File: src/rtl/button_debounce_if.sv
// Button debouncer bus: raw buttons in; debounced levels, edge strobes and LED count out.
//   buttons       : raw asynchronous push-buttons, 1 = pressed
//   pressed       : debounced level per button
//   press_pulse   : one-cycle strobe on debounced 0->1
//   release_pulse : one-cycle strobe on debounced 1->0
//   led           : low nibble of the press counter
// The master drives buttons and observes the outputs; the slave is the debouncer.
interface button_debounce_if;
  logic [1:0] buttons;
  logic [1:0] pressed;
  logic [1:0] press_pulse;
  logic [1:0] release_pulse;
  logic [3:0] led;

  modport master (
    output buttons,
    input  pressed,
    input  press_pulse,
    input  release_pulse,
    input  led
  );

  modport slave (
    input  buttons,
    output pressed,
    output press_pulse,
    output release_pulse,
    output led
  );
endinterface

File: src/rtl/button_debounce.sv
// Two-button debouncer with press/release strobes and a 6-bit press counter.
// Ports:
//   clk   : sole clock, rising edge
//   rst_n : asynchronous active-low reset (deassertion already synchronous to clk)
//   bus   : button_debounce_if.slave (buttons in; pressed, press_pulse,
//           release_pulse, led out)
// Button 0 presses increment the counter, button 1 presses clear it (clear wins).
module button_debounce #(
  parameter int unsigned STABLE_CYCLES = 100000,
  parameter int unsigned SYNC_STAGES   = 2
) (
  input  logic              clk,
  input  logic              rst_n,
  button_debounce_if.slave  bus
);

  // Counter wide enough for STABLE_CYCLES-1; 16 bits for the whole 2..65535 range.
  localparam int unsigned CNT_W   = ($clog2(STABLE_CYCLES) > 16) ? $clog2(STABLE_CYCLES) : 16;
  localparam int unsigned NBTN    = 2;
  localparam int unsigned PCNT_W  = 6;
  localparam logic [CNT_W-1:0] CNT_LAST = CNT_W'(STABLE_CYCLES - 1);

  logic [SYNC_STAGES-1:0] sync_q [NBTN];
  logic [NBTN-1:0]        synced;
  logic [CNT_W-1:0]       cnt_q  [NBTN];
  logic [CNT_W-1:0]       cnt_d  [NBTN];
  logic [NBTN-1:0]        hit;
  logic [NBTN-1:0]        pressed_q;
  logic [NBTN-1:0]        press_pulse_q;
  logic [NBTN-1:0]        release_pulse_q;
  logic [PCNT_W-1:0]      press_cnt_q;

  // Metastability chain: raw buttons are only ever used as data into these flops.
  always_ff @(posedge clk or negedge rst_n) begin
    if (!rst_n) begin
      for (int i = 0; i < int'(NBTN); i++) sync_q[i] <= '0;
    end else begin
      for (int i = 0; i < int'(NBTN); i++)
        sync_q[i] <= {sync_q[i][SYNC_STAGES-2:0], bus.buttons[i]};
    end
  end

  // Stability counters: restart whenever the synced level matches the debounced one.
  always_comb begin
    synced = '0;
    hit    = '0;
    for (int i = 0; i < int'(NBTN); i++) begin
      synced[i] = sync_q[i][SYNC_STAGES-1];
      cnt_d[i]  = '0;
      if (synced[i] != pressed_q[i]) begin
        if (cnt_q[i] == CNT_LAST) hit[i]   = 1'b1;
        else                      cnt_d[i] = cnt_q[i] + CNT_W'(1);
      end
    end
  end

  // Debounced level and strobes change on the same edge, so a strobe marks
  // the first cycle of the new level.
  always_ff @(posedge clk or negedge rst_n) begin
    if (!rst_n) begin
      for (int i = 0; i < int'(NBTN); i++) cnt_q[i] <= '0;
      pressed_q       <= '0;
      press_pulse_q   <= '0;
      release_pulse_q <= '0;
    end else begin
      for (int i = 0; i < int'(NBTN); i++) cnt_q[i] <= cnt_d[i];
      pressed_q       <= pressed_q ^ hit;
      press_pulse_q   <= hit & ~pressed_q;
      release_pulse_q <= hit & pressed_q;
    end
  end

  // Press counter: button 1 strobe clears, taking priority over a button 0 increment.
  always_ff @(posedge clk or negedge rst_n) begin
    if (!rst_n) begin
      press_cnt_q <= '0;
    end else if (press_pulse_q[1]) begin
      press_cnt_q <= '0;
    end else if (press_pulse_q[0]) begin
      press_cnt_q <= press_cnt_q + PCNT_W'(1);
    end
  end

  assign bus.pressed       = pressed_q;
  assign bus.press_pulse   = press_pulse_q;
  assign bus.release_pulse = release_pulse_q;
  assign bus.led           = press_cnt_q[3:0];

endmodule

File: src/flat_wrapper.sv
// flat-port wrapper written by rule: the top's interface ports become plain ports
module button_debounce_flat 
#(
  parameter int unsigned STABLE_CYCLES = 100000,
  parameter int unsigned SYNC_STAGES   = 2
)
  (clk, rst_n, bus_buttons, bus_pressed, bus_press_pulse, bus_release_pulse, bus_led);
  button_debounce_if bus_i ();
  input  logic clk;
  input  logic rst_n;
  input wire logic [$bits(bus_i.buttons)-1:0] bus_buttons;
  output wire logic [$bits(bus_i.pressed)-1:0] bus_pressed;
  output wire logic [$bits(bus_i.press_pulse)-1:0] bus_press_pulse;
  output wire logic [$bits(bus_i.release_pulse)-1:0] bus_release_pulse;
  output wire logic [$bits(bus_i.led)-1:0] bus_led;
  assign bus_i.buttons = bus_buttons;
  assign bus_pressed = bus_i.pressed;
  assign bus_press_pulse = bus_i.press_pulse;
  assign bus_release_pulse = bus_i.release_pulse;
  assign bus_led = bus_i.led;
  button_debounce #(.STABLE_CYCLES(STABLE_CYCLES), .SYNC_STAGES(SYNC_STAGES)) u_core (.clk(clk), .rst_n(rst_n), .bus(bus_i));
endmodule
File: config.mk
export PLATFORM = sky130hd
export DESIGN_NAME = button_debounce_flat
export DESIGN_NICKNAME = d
export VERILOG_FILES = /design/src/rtl/button_debounce_if.sv /design/src/rtl/button_debounce.sv /design/src/flat_wrapper.sv
export SDC_FILE = /design/constraint.sdc
export NUM_CORES = 1
export LEC_CHECK = 0
export ABC_CLOCK_PERIOD_IN_PS = 1800
export BUFFER_PORTS_ARGS = -buffer_cell sky130_fd_sc_hd__buf_2
export CAP_MARGIN = 20
export CORE_ASPECT_RATIO = 1.25
export CORE_MARGIN = 5
export CORE_UTILIZATION = 55
export DETAILED_ROUTE_END_ITERATION = 6
export GPL_ROUTABILITY_DRIVEN = 0
export PLACE_DENSITY = 0.73
export SLEW_MARGIN = 15
export SYNTH_ARGS = -nofsm -noshare
export SYNTH_HDL_FRONTEND = slang
export SYNTH_SLANG_ARGS = --single-unit
File: constraint.sdc
create_clock -name clk -period 1.8 [get_ports clk]
set_input_delay 0.54 -clock clk [delete_from_list [all_inputs] [get_ports clk]]
set_output_delay 0.54 -clock clk [all_outputs]
set_load 0.03 [all_outputs]
Word level (Yosys, flattened, before mapping):

Cells that the tools add are included.

* output and inout port bits: 10
* input port bits: 4
* register bits: 50
* word-level logic and storage cells: 30

* equality and inequality tests: 4
* reduce and logical (&&, ||, !) cells: 1
* bitwise gates (word level): 4
* $add $sub $neg: 3
* multiplexer cells: 10

Operators with widths (count)
* 17-bit 2-to-1 mux: 4
* 17-bit by 1-bit adder with 17-bit output (second input constant): 2
* 17-bit equality test (second input constant): 2
* 6-bit 2-to-1 mux: 2
* 6-bit by 1-bit adder with 6-bit output (second input constant): 1
* 2-bit AND: 2
* 1-bit 2-to-1 mux: 4
* 1-bit inequality test: 2
* 2-bit NOT: 1
* 2-bit nonzero test: 1
* 2-bit XOR: 1

Logic depth before layout (Yosys ltp):

Gate-level depths: netlist of run 1.

* depth after elaboration: 4
* depth in mapped cells: 6
* gate-level depth less buffers: 5

Worst setup path before layout of run 1:

OpenSTA, ideal clock, no wires.

* path kind: flip-flop to flip-flop
* from: reg u_core.cnt_q[17] (netlist bit)
* to: reg u_core.cnt_q[24] (netlist bit)
* arrival time: 1.507 ns
* setup time: 0.121 ns
* buffers on the path: 1
* period minus slack after synthesis: 1.628 ns
* slack: 0.172 ns
* cell stages (with the launch flop): 7
* required time: 1.679 ns
* cells stage by stage: dfrtp_1 > ha_1 > and4_1 > nand4_1 > nand2_1 > buf_2 > nor2_1

RTL lines
* start, declared: line button_debounce.sv:25 `logic [CNT_W-1:0] cnt_q [NBTN];`

==> results of run 1 <==
-- critical path: cells and delay by family, from the launching register on --
kind | cells | cell delay [ns]
simple gates | 2 | 0.73
flops | 1 | 0.46
compound gates | 1 | 0.18
fa+ha+maj | 1 | 0.26
-- power groups by stage --
stage          logic (mW)  clock network [mW]  registers (mW)
2_1_floorplan      0.0380                   0            1.13
3_3_place_gp       0.0699                   0            1.13
3_5_place_dp       0.0722                   0            1.14
4_1_cts            0.0728               0.621            1.11
5_1_grt            0.0823               0.666            1.12
6_report           0.0716               0.593            1.12
-- sequential cells by signal (all words and copies together), names as in the netlist, named ones only --
register / cells
u_core.bus.press_pulse: 2
u_core.bus.release_pulse: 2
u_core.cnt_q: 34
u_core.press_cnt_q: 4
u_core.sync_q: 4
-- worst paths after layout --
path                             startpoint                           to  slack, ns  cells past startpoint
setup reg to reg            u_core.cnt_q[0]             u_core.cnt_q[16]       0.09                      4
setup / recovery            u_core.cnt_q[0]             u_core.cnt_q[16]       0.09                      4
hold / removal                        rst_n  u_core.bus.release_pulse[1]       0.19                      1
max in group asynchronous             rst_n             u_core.cnt_q[17]       1.09                      2
min in group clk             bus_buttons[1]             u_core.sync_q[0]       0.34                      1
hold reg to reg            u_core.sync_q[2]             u_core.sync_q[3]       0.36                      0
-- per-stage QoR --
step	power [mW]	cell area, µm²
floorplan	1.16	2220
global placement	1.20	2370
detailed placement	1.21	2370
CTS	1.81	2460
global route	1.87	2480
finish	1.78	2480
-- logic make-up after synthesis --
logic type,count (synthesis)
XOR/XNOR,34
AO/OA/AOI/OAI,2
buffers and inverters,5
multiplexers,3
flip-flops,48
adder cells (fa/ha/maj),3
AND/OR/NAND/NOR,109
-- routing by layer --
| metal | up-vias | GRT usage | share of wire |
|---|---|---|---|
| met1 | 787 | 0.191 | 0.40 |
| met5 | - | 0 | 0 |
| met2 | 29 | 0.318 | 0.54 |
| met3 | 12 | 0.0443 | 0.034 |
| met4 | 0 | 0.0915 | 0.024 |
| li1 | 754 | - | - |
-- repair_timing --
item | 4_1_cts | 5_1_grt
buffers inserted | 0 | 1
endpoints found under the setup margin | 1 | 34
hold endpoints to repair | 0 | 0
resized for setup | 1 | 5
hold buffers | 0 | 0
-- layout make-up --
type,count,area (µm²)
timing repair buffer,17,120
inverter,1,3.75
tap,54,67.6
multi-input combinational,151,1010
sequential,48,1200
fill,318,1360
clock inverter,2,12.5
clock buffer,5,68.8
-- placed cells by master, fill, tap and decap left out, types with 2 or more instances in the layout --
master / instances
dfrtp_1: 47
nor2_1: 37
xnor2_1: 21
xor2_1: 13
nand4_1: 13
buf_2: 13
nand2_1: 12
nand3_1: 10
nor4_1: 8
nor3_1: 7
clkbuf_8: 5
nor3b_1: 4
and3_1: 3
nor4b_1: 2
nor4bb_1: 2
nand4_4: 2
mux2_1: 2
ha_1: 2
buf_12: 2
buf_4: 2
==> impl_metrics.ini, run 1 <==
[outcome]
status = finished clean

[pwr]
p_int_mw = 1.38
p_seq_frac = 0.627
power.switching_uw = 399
p_per_area_nw_per_um2 = 716
p_leak_nw = 1.08
power_frac_clock = 0.333
p_sw_frac = 0.224
combPwrFrac = 0.040
vdd_ir_drop_max_uv = 729

[grt]
antenna_found_initial = 0
grt_first_pass_wirelength_mm = 7.26
grt_pass1_vias = 1622
grtUsageTotal = 0.178
overflow = 0
grt_max_degree = 29

[yosys]
synth_ff_type = dfrtp_1
syn_avg_cell_area_um2 = 10.9
muxShareOfSynthArea = 0.0147
synth_most_common_cell = dfrtp_1
yosysTopAreaCellShare = 0.542
yosysWarnings = 0
synth_fp_nets = 211
ys_types = 28
synth_top_family_by_area = simple AND/OR/NAND/NOR gates
synthXorXnorAreaFrac = 0.134
synth_edf_count = 0
synthSimpleGateAreaFrac = 0.273
synth-compound-area-share = 0.00565
synth_common_cells = dfrtp_1 (48), nor2_1 (37), xnor2_1 (21)
ys_async_sr_fraction = 1.00
post-synth-top-area-cell = dfrtp_1
ys_seq_elements = 48
syn_area_um2 = 2220
synth_adder_area_share = 0.0169
synth_area_leaders = dfrtp_1 (54%), xnor2_1 (8.3%), nor2_1 (6.3%)
syn_inst = 204
synth_seq_area_share = 0.542

[worst_hold_path]
hold_path.class = primary input to async pin

[setup_path]
crit_fanout = 6
setup.worst_path.start_class = flip-flop
max_stage_delay_ns = 0.54
crit_arrival_ns = 1.93
critPathKind = flip-flop to flip-flop
crit_path_end_kind = flip-flop
cp_slowest_cell = or4_1
worst_ep_required_time_ns = 2.02
crit_chain = ha_2 -> nand4_2 -> or4_1 -> a21oi_1

[die]
die_h_um = 81.0
ios = 14
initial_core_util = 0.576
coreArea_um2 = 3850
dieArea_um2 = 5410
rows = 25
die_width_um = 66.8

[clock_network]
cts_buffers = 5
clock_path_buffers = 2
cts_root_buffer = clkbuf_8
clock_sinks = 48
htree_num_levels = 2
cts_tree = yes
cts.clk_slew.worst_paths_ns = 0.08
clkLatencyLatePin_ns = 0.30

[cells_and_area]
antenna_cells = 0
fin_nets = 231
final_core_util = 0.646
fin_cells = 278
area_delta_synth_final_pct = 12.1
drive_above_1_share = 0.147

[timing]
tightest_slew_ns = 0.603
max_freq_ghz = 0.583
fin_ws_ns = 0.0853
final-hold-violation-count = 0
period_needed_ns = 1.71
tns_ns = 0
fin_skew_ns = 0.00494
setup_viol = 0
slew_violations = 0
holdWs_ns = 0.193
slew_headroom = 0.592
fin_crit_sh = 0.953

[drt]
drtPass1Iterations = 4
routed_via_density = 5.69
wl_per_cell_um = 15.1
route.final.wire_length_mm = 4.20
vias = 1582
drt.antenna.violating_nets = 0
drc = 0
dr.first_iter.drc_count = 57

[placed_design]
portBuffers = 13
dp.cells = 270
dp.final_hpwl_mm = 2.98
preCtsSetupSlack_ns = 0.0524

[job]
max-cap-violations = 0
Power figures use the tool's default switching activity.
==> inputs of run 2 (changes only) <==
- ABC_AREA: not set -> 1
==> impl_metrics.ini, run 2 <==
[cells_and_area]
largest_reg_flops = 34
final_cell_mix = nand2_1 (80), nor2_1 (80), dfrtp_1 (48)
antenna_cells = 0
fin_nets = 353
largest_register = u_core.cnt_q
reg_top3 = u_core.cnt_q x34, u_core.press_cnt_q x4, u_core.sync_q x4
area_delta_synth_final_pct = 11.3
drive_above_1_share = 0.110

[clock_network]
cts_root_buffer = clkbuf_8
post_cts_buffers = 0
cts_resized = 0
hold_buffers = 0
cts_buffers = 5
clock_sinks = 48
clkLatencyLatePin_ns = 0.30
cts.clk_slew.worst_paths_ns = 0.09
clock_path_buffers = 2
cts_tree = yes
htree_num_levels = 2

[yosys]
post-synth-top-area-cell = dfrtp_1
synth_edf_count = 0
ys_types = 22
synth_seq_area_share = 0.489
synthSimpleGateAreaFrac = 0.363
syn_area_um2 = 2450
syn_inst = 324
synth_top_family_by_area = simple AND/OR/NAND/NOR gates
yosysWarnings = 0
ys_async_sr_fraction = 1.00
synth_ff_type = dfrtp_1
synth_fp_nets = 331
yosysTopAreaCellShare = 0.489
muxShareOfSynthArea = 0
syn_avg_cell_area_um2 = 7.58
ys_seq_elements = 48
synth_adder_area_share = 0.0153
synthXorXnorAreaFrac = 0.0357
synth-compound-area-share = 0.0357
synth_area_leaders = dfrtp_1 (49%), nand2_1 (12%), nor2_1 (12%)
synth_common_cells = nand2_1 (80), nor2_1 (80), dfrtp_1 (48)

[die]
coreArea_um2 = 4360
dieArea_um2 = 5910
ios = 14
rows = 27
initial_core_util = 0.563
die_h_um = 84.7
die_width_um = 69.8

[grt]
overflow = 0
grt_first_pass_wirelength_mm = 8.58
antenna_found_initial = 0
grtUsageTotal = 0.179
grt_pass1_vias = 2076
grt_max_degree = 49

[timing]
rsz0062_at_grt = false
fin_skew_ns = 0.00925
setup_viol = 0
fin_crit_sh = 0.868
tns_ns = 0
max_freq_ghz = 0.640
slew_headroom = 0.818
tightest_slew_ns = 0.272
slew_violations = 0
final-hold-violation-count = 0
holdWs_ns = 0.211
period_needed_ns = 1.56

[job]
max-cap-violations = 0

[drt]
drtPass1Iterations = 4
wl_per_cell_um = 11.6
met1Wirelength_mm = 1.88
dr.first_iter.drc_count = 148
drt.antenna.violating_nets = 0
wl_met3_um = 197
route.final.wire_length_mm = 4.70
top_layer = met4
drc = 0
routed_via_density = 5.01
vias = 2031
wl_met2_mm = 2.55

[setup_path]
crit_chain = buf_2
crit_fanout = 7
cp_num_buf_inv = 1
max_stage_delay_ns = 0.48
crit_arrival_ns = 1.02
critPathKind = flip-flop to output port
worst_ep_required_time_ns = 1.26
cp_slowest_cell = dfrtp_1
setup.worst_path.start_class = flip-flop
crit_path_end_kind = output port
cp_top_family = flip-flops

[worst_hold_path]
hold_path.class = primary input to async pin

[placed_design]
dp.final_hpwl_mm = 3.48
portBuffers = 13

[pwr]
p_leak_nw = 1.23
vdd_ir_drop_max_uv = 488
p_per_area_nw_per_um2 = 712

[outcome]
status = finished clean
run 2: cell count changes in the layout (fill, tap and decap cells not counted), moves of 7 or more:
cell,change
nand2_1,+68
nor2_1,+43
inv_1,+39
xnor2_1,-18
nor4_1,-8
nand3_1,+7
o21ai_0,+7
run 2: worst paths after layout:
| kind | endpoint | start | depth (start not counted) | slack, ns |
|---|---|---|---|---|
| min in group clk | u_core.sync_q[2] | bus_buttons[0] | 1 | 0.34 |
| max | bus_press_pulse[0] | u_core.bus.press_pulse[0] | 1 | 0.24 |
| min reg2reg | u_core.sync_q[1] | u_core.sync_q[0] | 0 | 0.36 |
| max in group asynchronous | u_core.cnt_q[6] | rst_n | 2 | 1.37 |
| min | u_core.cnt_q[13] | rst_n | 2 | 0.21 |
| max reg2reg | u_core.cnt_q[27] | u_core.cnt_q[17] | 8 | 0.39 |
run 2: kinds of logic after synthesis:
logic type      after synthesis
xor+xnor                     10
simple gates                206
compound gates               17
buf+inv                      40
fa+ha+maj                     3
flops                        48
run 2: routing by layer:
metal / vias up / GRT usage
li1: 1046 / -
met1: 940 / 0.194
met2: 39 / 0.321
met3: 6 / 0.0419
met4: 0 / 0.0923
met5: - / 0
run 2: area by class of cell:
| cell class | count | area [µm²] |
|---|---|---|
| Inverter | 40 | 150 |
| Tap cell | 58 | 72.6 |
| Sequential cell | 48 | 1200 |
| Clock inverter | 3 | 42.5 |
| Fill cell | 382 | 1630 |
| Clock buffer | 5 | 68.8 |
| Multi-Input combinational cell | 236 | 1100 |
| Timing Repair Buffer | 15 | 92.6 |
run 2: where the power goes:
part / internal (mW) / total (mW) / leakage [nW] / switching (mW)
Clock: 0.411 / 0.767 / 0.0541 / 0.356
Combinational: 0.0222 / 0.0723 / 0.520 / 0.0501
Sequential: 1.09 / 1.10 / 0.656 / 0.0120
Total: 1.53 / 1.94 / 1.23 / 0.418
run 2: stage by stage:
step | power (mW) | utilization | setup slack [ns] | instance area (µm²) | instances
floorplan | 1.16 | - | 0.510 | 2450 | 324
global placement | 1.20 | 0.601 | 0.422 | 2620 | 397
detailed placement | 1.20 | 0.601 | 0.399 | 2620 | 397
CTS | 1.97 | 0.627 | 0.215 | 2730 | 405
global route | 2.04 | 0.627 | 0.175 | 2730 | 405
finish | 1.94 | 0.627 | 0.237 | 2730 | 405
